<file path="src/rtl/serial_sub_if.sv">
// serial_sub_if: request/result bundle for the bit-serial subtractor.
//   start, a, b, bin : request side, driven by the master
//   busy, done       : status, driven by the subtractor
//   diff, bout       : result, driven by the subtractor, held between completions
// WIDTH must match the WIDTH of the serial_sub instance attached to it.
interface serial_sub_if #(
    parameter int WIDTH = 8
);
    logic             start;
    logic [WIDTH-1:0] a;
    logic [WIDTH-1:0] b;
    logic             bin;
    logic             busy;
    logic             done;
    logic [WIDTH-1:0] diff;
    logic             bout;

    modport master (
        output start, a, b, bin,
        input  busy, done, diff, bout
    );

    modport slave (
        input  start, a, b, bin,
        output busy, done, diff, bout
    );
endinterface

</file>
<file path="src/rtl/serial_sub.sv">
// serial_sub: bit-serial subtractor that time-shares one full-subtractor cell.
// Computes diff = (a - b - bin) mod 2^WIDTH and bout = (a < b + bin), LSB first,
// one bit per clock. A request is accepted in IDLE or DONE; the result and a
// one-cycle done pulse appear WIDTH edges after the accepting edge.
// Ports:
//   clk  - clock, rising edge
//   rst  - asynchronous active-high reset (aborts any operation in flight)
//   bus  - serial_sub_if slave: start/a/b/bin in, busy/done/diff/bout out
module serial_sub #(
    parameter int WIDTH = 8
) (
    input  logic         clk,
    input  logic         rst,
    serial_sub_if.slave  bus
);
    localparam int             CW   = $clog2(WIDTH);
    localparam logic [CW-1:0] LAST = CW'(WIDTH - 1);

    typedef enum logic [1:0] {
        IDLE = 2'd0,
        RUN  = 2'd1,
        DONE = 2'd2
    } state_t;

    state_t           state_q, state_d;
    logic [WIDTH-1:0] a_sr_q, a_sr_d;
    logic [WIDTH-1:0] b_sr_q, b_sr_d;
    logic [WIDTH-1:0] r_sr_q, r_sr_d;
    logic             brw_q, brw_d;
    logic [CW-1:0]    cnt_q, cnt_d;
    logic [WIDTH-1:0] diff_q, diff_d;
    logic             bout_q, bout_d;
    logic             done_q, done_d;

    // Full-subtractor cell fed with the current LSBs and the stored borrow.
    logic             d_bit;
    logic             nb_bit;
    logic [WIDTH-1:0] r_shifted;

    assign d_bit     = a_sr_q[0] ^ b_sr_q[0] ^ brw_q;
    assign nb_bit    = (~a_sr_q[0] & b_sr_q[0]) | (~(a_sr_q[0] ^ b_sr_q[0]) & brw_q);
    // Difference bits enter at the MSB, so after WIDTH shifts bit 0 sits at bit 0.
    assign r_shifted = {d_bit, r_sr_q[WIDTH-1:1]};

    always_comb begin
        state_d = state_q;
        a_sr_d  = a_sr_q;
        b_sr_d  = b_sr_q;
        r_sr_d  = r_sr_q;
        brw_d   = brw_q;
        cnt_d   = cnt_q;
        diff_d  = diff_q;
        bout_d  = bout_q;
        done_d  = 1'b0;

        case (state_q)
            IDLE, DONE: begin
                // DONE falls back to IDLE unless a back-to-back request arrives.
                state_d = IDLE;
                if (bus.start) begin
                    a_sr_d  = bus.a;
                    b_sr_d  = bus.b;
                    brw_d   = bus.bin;
                    r_sr_d  = '0;
                    cnt_d   = '0;
                    state_d = RUN;
                end
            end
            RUN: begin
                a_sr_d = a_sr_q >> 1;
                b_sr_d = b_sr_q >> 1;
                r_sr_d = r_shifted;
                brw_d  = nb_bit;
                cnt_d  = cnt_q + CW'(1);
                if (cnt_q == LAST) begin
                    diff_d  = r_shifted;
                    bout_d  = nb_bit;
                    done_d  = 1'b1;
                    state_d = DONE;
                end
            end
            default: state_d = IDLE;
        endcase
    end

    always_ff @(posedge clk or posedge rst) begin
        if (rst) begin
            state_q <= IDLE;
            a_sr_q  <= '0;
            b_sr_q  <= '0;
            r_sr_q  <= '0;
            brw_q   <= 1'b0;
            cnt_q   <= '0;
            diff_q  <= '0;
            bout_q  <= 1'b0;
            done_q  <= 1'b0;
        end else begin
            state_q <= state_d;
            a_sr_q  <= a_sr_d;
            b_sr_q  <= b_sr_d;
            r_sr_q  <= r_sr_d;
            brw_q   <= brw_d;
            cnt_q   <= cnt_d;
            diff_q  <= diff_d;
            bout_q  <= bout_d;
            done_q  <= done_d;
        end
    end

    assign bus.busy = (state_q == RUN);
    assign bus.done = done_q;
    assign bus.diff = diff_q;
    assign bus.bout = bout_q;
endmodule

</file>
<file path="src/flat_wrapper.sv">
// flat-port wrapper written by rule: the top's interface ports become plain ports
module serial_sub_flat 
#(
    parameter int WIDTH = 8
)
  (clk, rst, bus_start, bus_a, bus_b, bus_bin, bus_busy, bus_done, bus_diff, bus_bout);
  serial_sub_if #(.WIDTH(WIDTH)) bus_i ();
  input  logic clk;
  input  logic rst;
  input wire logic [$bits(bus_i.start)-1:0] bus_start;
  input wire logic [$bits(bus_i.a)-1:0] bus_a;
  input wire logic [$bits(bus_i.b)-1:0] bus_b;
  input wire logic [$bits(bus_i.bin)-1:0] bus_bin;
  output wire logic [$bits(bus_i.busy)-1:0] bus_busy;
  output wire logic [$bits(bus_i.done)-1:0] bus_done;
  output wire logic [$bits(bus_i.diff)-1:0] bus_diff;
  output wire logic [$bits(bus_i.bout)-1:0] bus_bout;
  assign bus_i.start = bus_start;
  assign bus_i.a = bus_a;
  assign bus_i.b = bus_b;
  assign bus_i.bin = bus_bin;
  assign bus_busy = bus_i.busy;
  assign bus_done = bus_i.done;
  assign bus_diff = bus_i.diff;
  assign bus_bout = bus_i.bout;
  serial_sub #(.WIDTH(WIDTH)) u_core (.clk(clk), .rst(rst), .bus(bus_i));
endmodule
</file>
<file path="config.mk">
export PLATFORM = sky130hd
export DESIGN_NAME = serial_sub_flat
export DESIGN_NICKNAME = d
export VERILOG_FILES = /design/src/rtl/serial_sub_if.sv /design/src/rtl/serial_sub.sv /design/src/flat_wrapper.sv
export SDC_FILE = /design/constraint.sdc
export NUM_CORES = 1
export LEC_CHECK = 0
export CAP_MARGIN = 20
export CORE_AREA = 4 4 63 65
export DETAILED_ROUTE_END_ITERATION = 10
export DIE_AREA = 0 0 67 69
export PLACE_DENSITY_LB_ADDON = 0.1
export SYNTH_ARGS = -nofsm -noshare
export SYNTH_HDL_FRONTEND = slang
export SYNTH_SLANG_ARGS = --single-unit
</file>
<file path="constraint.sdc">
create_clock -name clk -period 2.84 [get_ports clk]
set_input_delay 0.71 -clock clk [delete_from_list [all_inputs] [get_ports clk]]
set_output_delay 0.71 -clock clk [all_outputs]
set_load 0.005 [all_outputs]
</file>
=== Word level (Yosys, flattened, before mapping) ===
Index checks and enable logic that the tools add are counted.

* RAM bits: 0
* Input port bits: 20
* Register bits: 40
* Memories kept: 0
* Word-level logic and storage cells: 42
* Latch bits: 0
* Bits in read-only memories: 0

* Shift operators: 0
* Div/mod/pow operators: 0
* Bitwise logic cells: 7
* Multiplexer cells: 15
* Magnitude comparators: 0
* Add/sub/neg operators: 1
* Reduce and logical (&&, ||, !) cells: 5
* Equal/unequal tests: 5
* $mul: 0

{| class="wikitable"
|+ Operators by type and width
! cell !! count
|-
| $pmux W8 S2 || 3
|-
| $mux W8 || 3
|-
| $pmux W3 S2 || 1
|-
| $mux W1 || 4
|-
| $pmux W2 S2 || 1
|-
| $reduce_and A2 Y1 || 2
|-
| $add A3 B1 Y3 const B || 1
|-
| $eq A3 B3 Y1 const B || 1
|-
| $mux W3 || 1
|-
| $and A1 B1 Y1 || 2
|-
| $eq A2 B1 Y1 const B || 1
|-
| $eq A2 B2 Y1 const B || 1
|-
| $logic_not A2 Y1 || 1
|-
| $mux W2 || 1
|-
| $ne A2 B1 Y1 const B || 1
|-
| $ne A2 B2 Y1 const B || 1
|-
| $not A1 Y1 || 2
|-
| $pmux W1 S2 || 1
|-
| $reduce_bool A2 Y1 || 1
|-
| $reduce_or A2 Y1 || 1
|-
| $xor A1 B1 Y1 || 2
|-
| $or A1 B1 Y1 || 1
|}

=== Depth between registers and ports, before layout ===
* Depth in word-level cells: 5
* Gate-level depth with buffers: 6
* Depth with buffers taken out: 5

=== Least setup slack after synthesis ===
OpenSTA, ideal clock, no wires.

* Path kind: register to output
* Start: register u_core.state_q[1]
* End: output bus_busy
* Path buffers: 2
* Stages on the path, launching flop included: 4
* Data arrival time: 0.807 ns
* Slack: 1.323 ns
* Path through: dfrtp_1 buf_6 nor2b_4 buf_2

* Longest elaborated chain between the ends: 1

{| class="wikitable"
|+ Ends and longest elaborated chain
! element !! line !! RTL
|-
| start, declared || serial_sub.sv:25 || <nowiki>state_t state_q, state_d;</nowiki>
|-
| start signal, assigned || serial_sub.sv:98 || <nowiki>state_q <= state_d;</nowiki>
|-
| $eq A2 B1 Y1 || serial_sub.sv:110 || <nowiki>assign bus.busy = (state_q == RUN);</nowiki>
|-
| end, declared || flat_wrapper.sv:14 || <nowiki>output wire logic [$bits(bus_i.busy)-1:0] bus_busy;</nowiki>
|}

No other way between the ends.

=== Worst setup path in the final report ===
Same ends and word-level chain as after synthesis.

==> metrics list <==
- Via Count: 1211
- The final hold violation count was 0.
* Die area: 0.00462 mm2
- In this run the static leakage power is 1.00 nW.
* Setup slack after layout: 503 ps
- Number of violations of the max-capacitance limit: 0
- In this run the worst setup path terminates at bus_busy.
* Mapped Nets: ~170
* Origin of the critical flop-to-flop path: u_core.state_q[0]
- The multi-input combinational cells in the finished layout cover a total of 766 um2.
- Worst setup slack after placement: 797 ps
* DRC marker count from the first detailed-route iteration: 37
- The cell family contributing the most delay on the critical path is buffers and inverters.
* Area taken by flip-flops and latches: a little under 0.001 mm2
* Worst-case clock buffer depth: 2
- The min-delay analysis places its worst path in the category reg2reg.
- Global router's overall resource usage: 15.4%
- At the worst endpoint, the required time is 2130 ps.
* Tcrit/Tclk final: 82.3%
- Met3 GRT Util: 3.90%
- The die is around 69 um tall.
* Headroom to the max-slew limit: 68.1%
- After synthesis, the netlist uses 25 different library cells.
- Pin placement for this block handled 31 I/O pins.
* Sequential share of the synthesized area: a little over half
* DR WL/cell: 14.2 um
* Hold Crit Depth: 2
- The run finished with clean final reports.
- Counting every sink on the clock net gives 39.
- Tmin final: 2340 ps
- Counting flops with an async set or reset pin after synthesis yields a share of 100%.
- Primary FF master, synth: sky130_fd_sc_hd__dfrtp_1
- Post-synthesis area per instance: 12.5 um2
- The floorplan has 21 rows.
* CP endpoint kind: output port
- Count of unresolved DRC violations after routing: 0
- Routability cong.: a little over 0.7
- The first global-routing pass estimated 5.40 mm of wire.
- First-pass detailed-route iteration total: 4
- Unrepaired setup endpoints after global routing: no
- The count of pins over their slew limit came to 0.
- Clock-pin slew was measured on the worst setup and hold paths at 110 ps.
* Signed area change from the synthesized netlist to the final layout: 21.4%
- End of the worst register-to-register path: u_core.cnt_q[0]
* Die extent in x: 67 um
- The Yosys step of the flow raised 0 warnings.
- Crit Path Category: reg2out
- Signal arrival time at the worst endpoint: 1630 ps
- Using the TritonRoute via totals, the vias-per-cell ratio works out to 5.41.
* CTS H-tree depth: 2
- For this run, the post-layout net count is 200.
- Cell area after synthesis: 0.00186 mm2
* Leftover overflow at the end of global routing: 0
- Total clock buffers created by CTS: 5
* Routed WL: 3.18 mm
- Max Clk Rate: 0.428 GHz
* Worst-case reg-to-reg path depth: 4
- Detailed placer's ending HPWL: 2.17 mm
- Worst vdd ir: 414 uV
- Between clock sinks in the finished design, the worst skew comes to 9.51 ps.
- Global routing usage on met2: 23.6%
* Floorplan core area: 0.00334 mm2
- Of all nets on the critical path, the largest fanout is 13.
- The critical path goes through nor2b_4, clkdlybuf4s50_1.
* Number of nets still failing antenna checks after routing: 0
* Critical path startpoint: u_core.state_q[1]
- Setup slack on the worst flop-to-flop path: 1310 ps
* Clock Latency Late Sink: 350 ps
- For this configuration, the core starts out at a cell density of a little under three fifths.
- Startpoint type of the worst setup path: register
- The number of antenna violations at the first check in global routing came to 0.
- Final count of negative-setup-slack endpoints: 0
- Layout cell share with drive strength beyond 1: between 10% and 20%
- Number of hold buffers added after cts: 0
* Critical Path Stages: 2
* Bufs and invs on worst path: 1
* Number of input and output port buffers inserted: 30
* Synthesized instance count: 148
* Slowest CP cell: sky130_fd_sc_hd__clkdlybuf4s50_1
- For this run, the slowest stage of the critical path takes 570 ps.
- Setup bufs post-CTS: 0
- The layer flagged by global routing as most heavily used is met2.
- In this run the power density over the cells is 1030 mW/mm2.
- ANT cells: 0
- Yosys mapped a number of flops with a built-in enable equal to 0.
- For the pin with the worst max-slew slack, the measured transition is roughly 480 ps.
- Flop and latch count out of synthesis: 39
- Aggregate negative setup slack: 0 ps
- Met1 usage: 19.4%
* Filler cell count in the final layout: 260
* Largest net degree at the start of global routing: 40
- Clock root buffer: sky130_fd_sc_hd__clkbuf_4
* Number of instances resized during post-cts repair: 0
* Number of global-route vias before repair: 1238
- TritonCTS clock tree: yes
-- power breakdown --
group	internal [mW]	total, mW	switching [mW]
sequential	0.804	0.969	0.165
combinational	0.525	0.904	0.379
clock	0.275	0.455	0.181
total	1.60	2.33	0.725
-- metal layers --
| metal | share of wire, % | wire length, um | vias to the layer above |
|---|---|---|---|
| li1 | - | - | 593 |
| met1 | 47 | 1500 | 585 |
| met2 | 47 | 1500 | 25 |
| met3 | 3.2 | 102 | 8 |
| met4 | 2.5 | 81 | 0 |
| met5 | 0 | 0 | - |
-- area by class of cell --
class	count	area share (%)
clock buffers	6	1.83
well taps	46	2.55
clock inverters	2	2.67
flip-flops and latches	39	43.3
multi-input cells	91	34.0
repair buffers	34	14.7
inverters	6	0.999
-- how the worst min path moves through the flow --
stage / start / to / slack (ps)
finish: u_core.bus.bout / u_core.bus.bout / 510
CTS: u_core.cnt_q[1] / u_core.cnt_q[1] / 520
global placement: u_core.bus.bout / u_core.bus.bout / 470
detailed placement: u_core.cnt_q[1] / u_core.cnt_q[1] / 490
global route: u_core.bus.diff[5] / u_core.bus.diff[5] / 530
floorplan: u_core.b_sr_q[5] / u_core.b_sr_q[5] / 450
-- cell usage in the layout, fill, tap and decap left out --
master,count
sky130_fd_sc_hd__a211oi_1,13
sky130_fd_sc_hd__a21o_1,2
sky130_fd_sc_hd__a21oi_1,13
sky130_fd_sc_hd__a221o_1,1
sky130_fd_sc_hd__a22o_1,11
sky130_fd_sc_hd__buf_4,4
sky130_fd_sc_hd__bufinv_16,2
sky130_fd_sc_hd__clkbuf_1,1
sky130_fd_sc_hd__clkbuf_4,5
sky130_fd_sc_hd__clkdlybuf4s50_1,30
sky130_fd_sc_hd__dfrtp_1,39
sky130_fd_sc_hd__fa_1,1
sky130_fd_sc_hd__ha_1,2
sky130_fd_sc_hd__inv_1,6
sky130_fd_sc_hd__mux2_2,5
sky130_fd_sc_hd__mux2_4,6
sky130_fd_sc_hd__mux2i_1,13
sky130_fd_sc_hd__nand2_1,2
sky130_fd_sc_hd__nand3_1,1
sky130_fd_sc_hd__nand3b_4,1
sky130_fd_sc_hd__nor2_1,2
sky130_fd_sc_hd__nor2_2,1
sky130_fd_sc_hd__nor2b_1,13
sky130_fd_sc_hd__nor2b_2,1
sky130_fd_sc_hd__nor2b_4,1
sky130_fd_sc_hd__o21ai_0,2
-- cell families (layout without fill, tap and decap cells) --
group           count (synthesis)  after routing  synth area share [%]
compound gates                 42             42                  15.8
fa+ha+maj                       3              3                  2.43
buf+inv                        18             48                  6.14
flops                          39             39                  52.6
mux                            24             24                  14.9
simple gates                   22             22                  8.09
-- synthesized netlist by cell type (2+ instances only) --
| master | instances | share of area (%) |
|---|---|---|
| sky130_fd_sc_hd__nor2b_1 | 13 | 4.4 |
| sky130_fd_sc_hd__mux2i_1 | 13 | 7.0 |
| sky130_fd_sc_hd__a21oi_1 | 13 | 3.5 |
| sky130_fd_sc_hd__a211oi_1 | 13 | 5.3 |
| sky130_fd_sc_hd__nor2_1 | 2 | 0.40 |
| sky130_fd_sc_hd__buf_4 | 3 | 1.2 |
| sky130_fd_sc_hd__a22o_1 | 11 | 5.2 |
| sky130_fd_sc_hd__buf_6 | 4 | 2.4 |
| sky130_fd_sc_hd__inv_1 | 6 | 1.2 |
| sky130_fd_sc_hd__dfrtp_1 | 39 | 53 |
| sky130_fd_sc_hd__nand2_1 | 2 | 0.40 |
| sky130_fd_sc_hd__ha_1 | 2 | 1.3 |
| sky130_fd_sc_hd__buf_2 | 4 | 1.1 |
| sky130_fd_sc_hd__mux2_2 | 5 | 3.0 |
| sky130_fd_sc_hd__a21o_1 | 2 | 0.81 |
| sky130_fd_sc_hd__o21ai_0 | 2 | 0.54 |
| sky130_fd_sc_hd__mux2_4 | 6 | 4.9 |
-- flip-flops by register name, indices dropped and copies added (netlist names) --
register / cells
u_core.a_sr_q: 8
u_core.b_sr_q: 8
u_core.bus.diff: 8
u_core.r_sr_q: 7
u_core.cnt_q: 3
u_core.state_q: 2
u_core.brw_q: 1
u_core.bus.bout: 1
u_core.bus.done: 1
-- stage by stage --
step | area, um2 | hold slack (ps) | power, mW | util (%) | cells
global placement | 2150 | 466 | 1.85 | 64.5 | 216
finish | 2250 | 514 | 2.33 | 67.5 | 224
CTS | 2250 | 521 | 2.35 | 67.5 | 224
floorplan | 1860 | 448 | 1.64 | - | 148
detailed placement | 2150 | 487 | 1.90 | 64.5 | 216
global route | 2250 | 531 | 2.50 | 67.5 | 224
-- worst register-to-register path, cell delays in order (launching register included) --
cell and delay, ps:
sky130_fd_sc_hd__dfrtp_1 370, sky130_fd_sc_hd__buf_4 330, sky130_fd_sc_hd__nor2b_2 140, sky130_fd_sc_hd__nor2_2 390, sky130_fd_sc_hd__mux2_2 250
No activity file was read; power rests on OpenSTA's default activity.
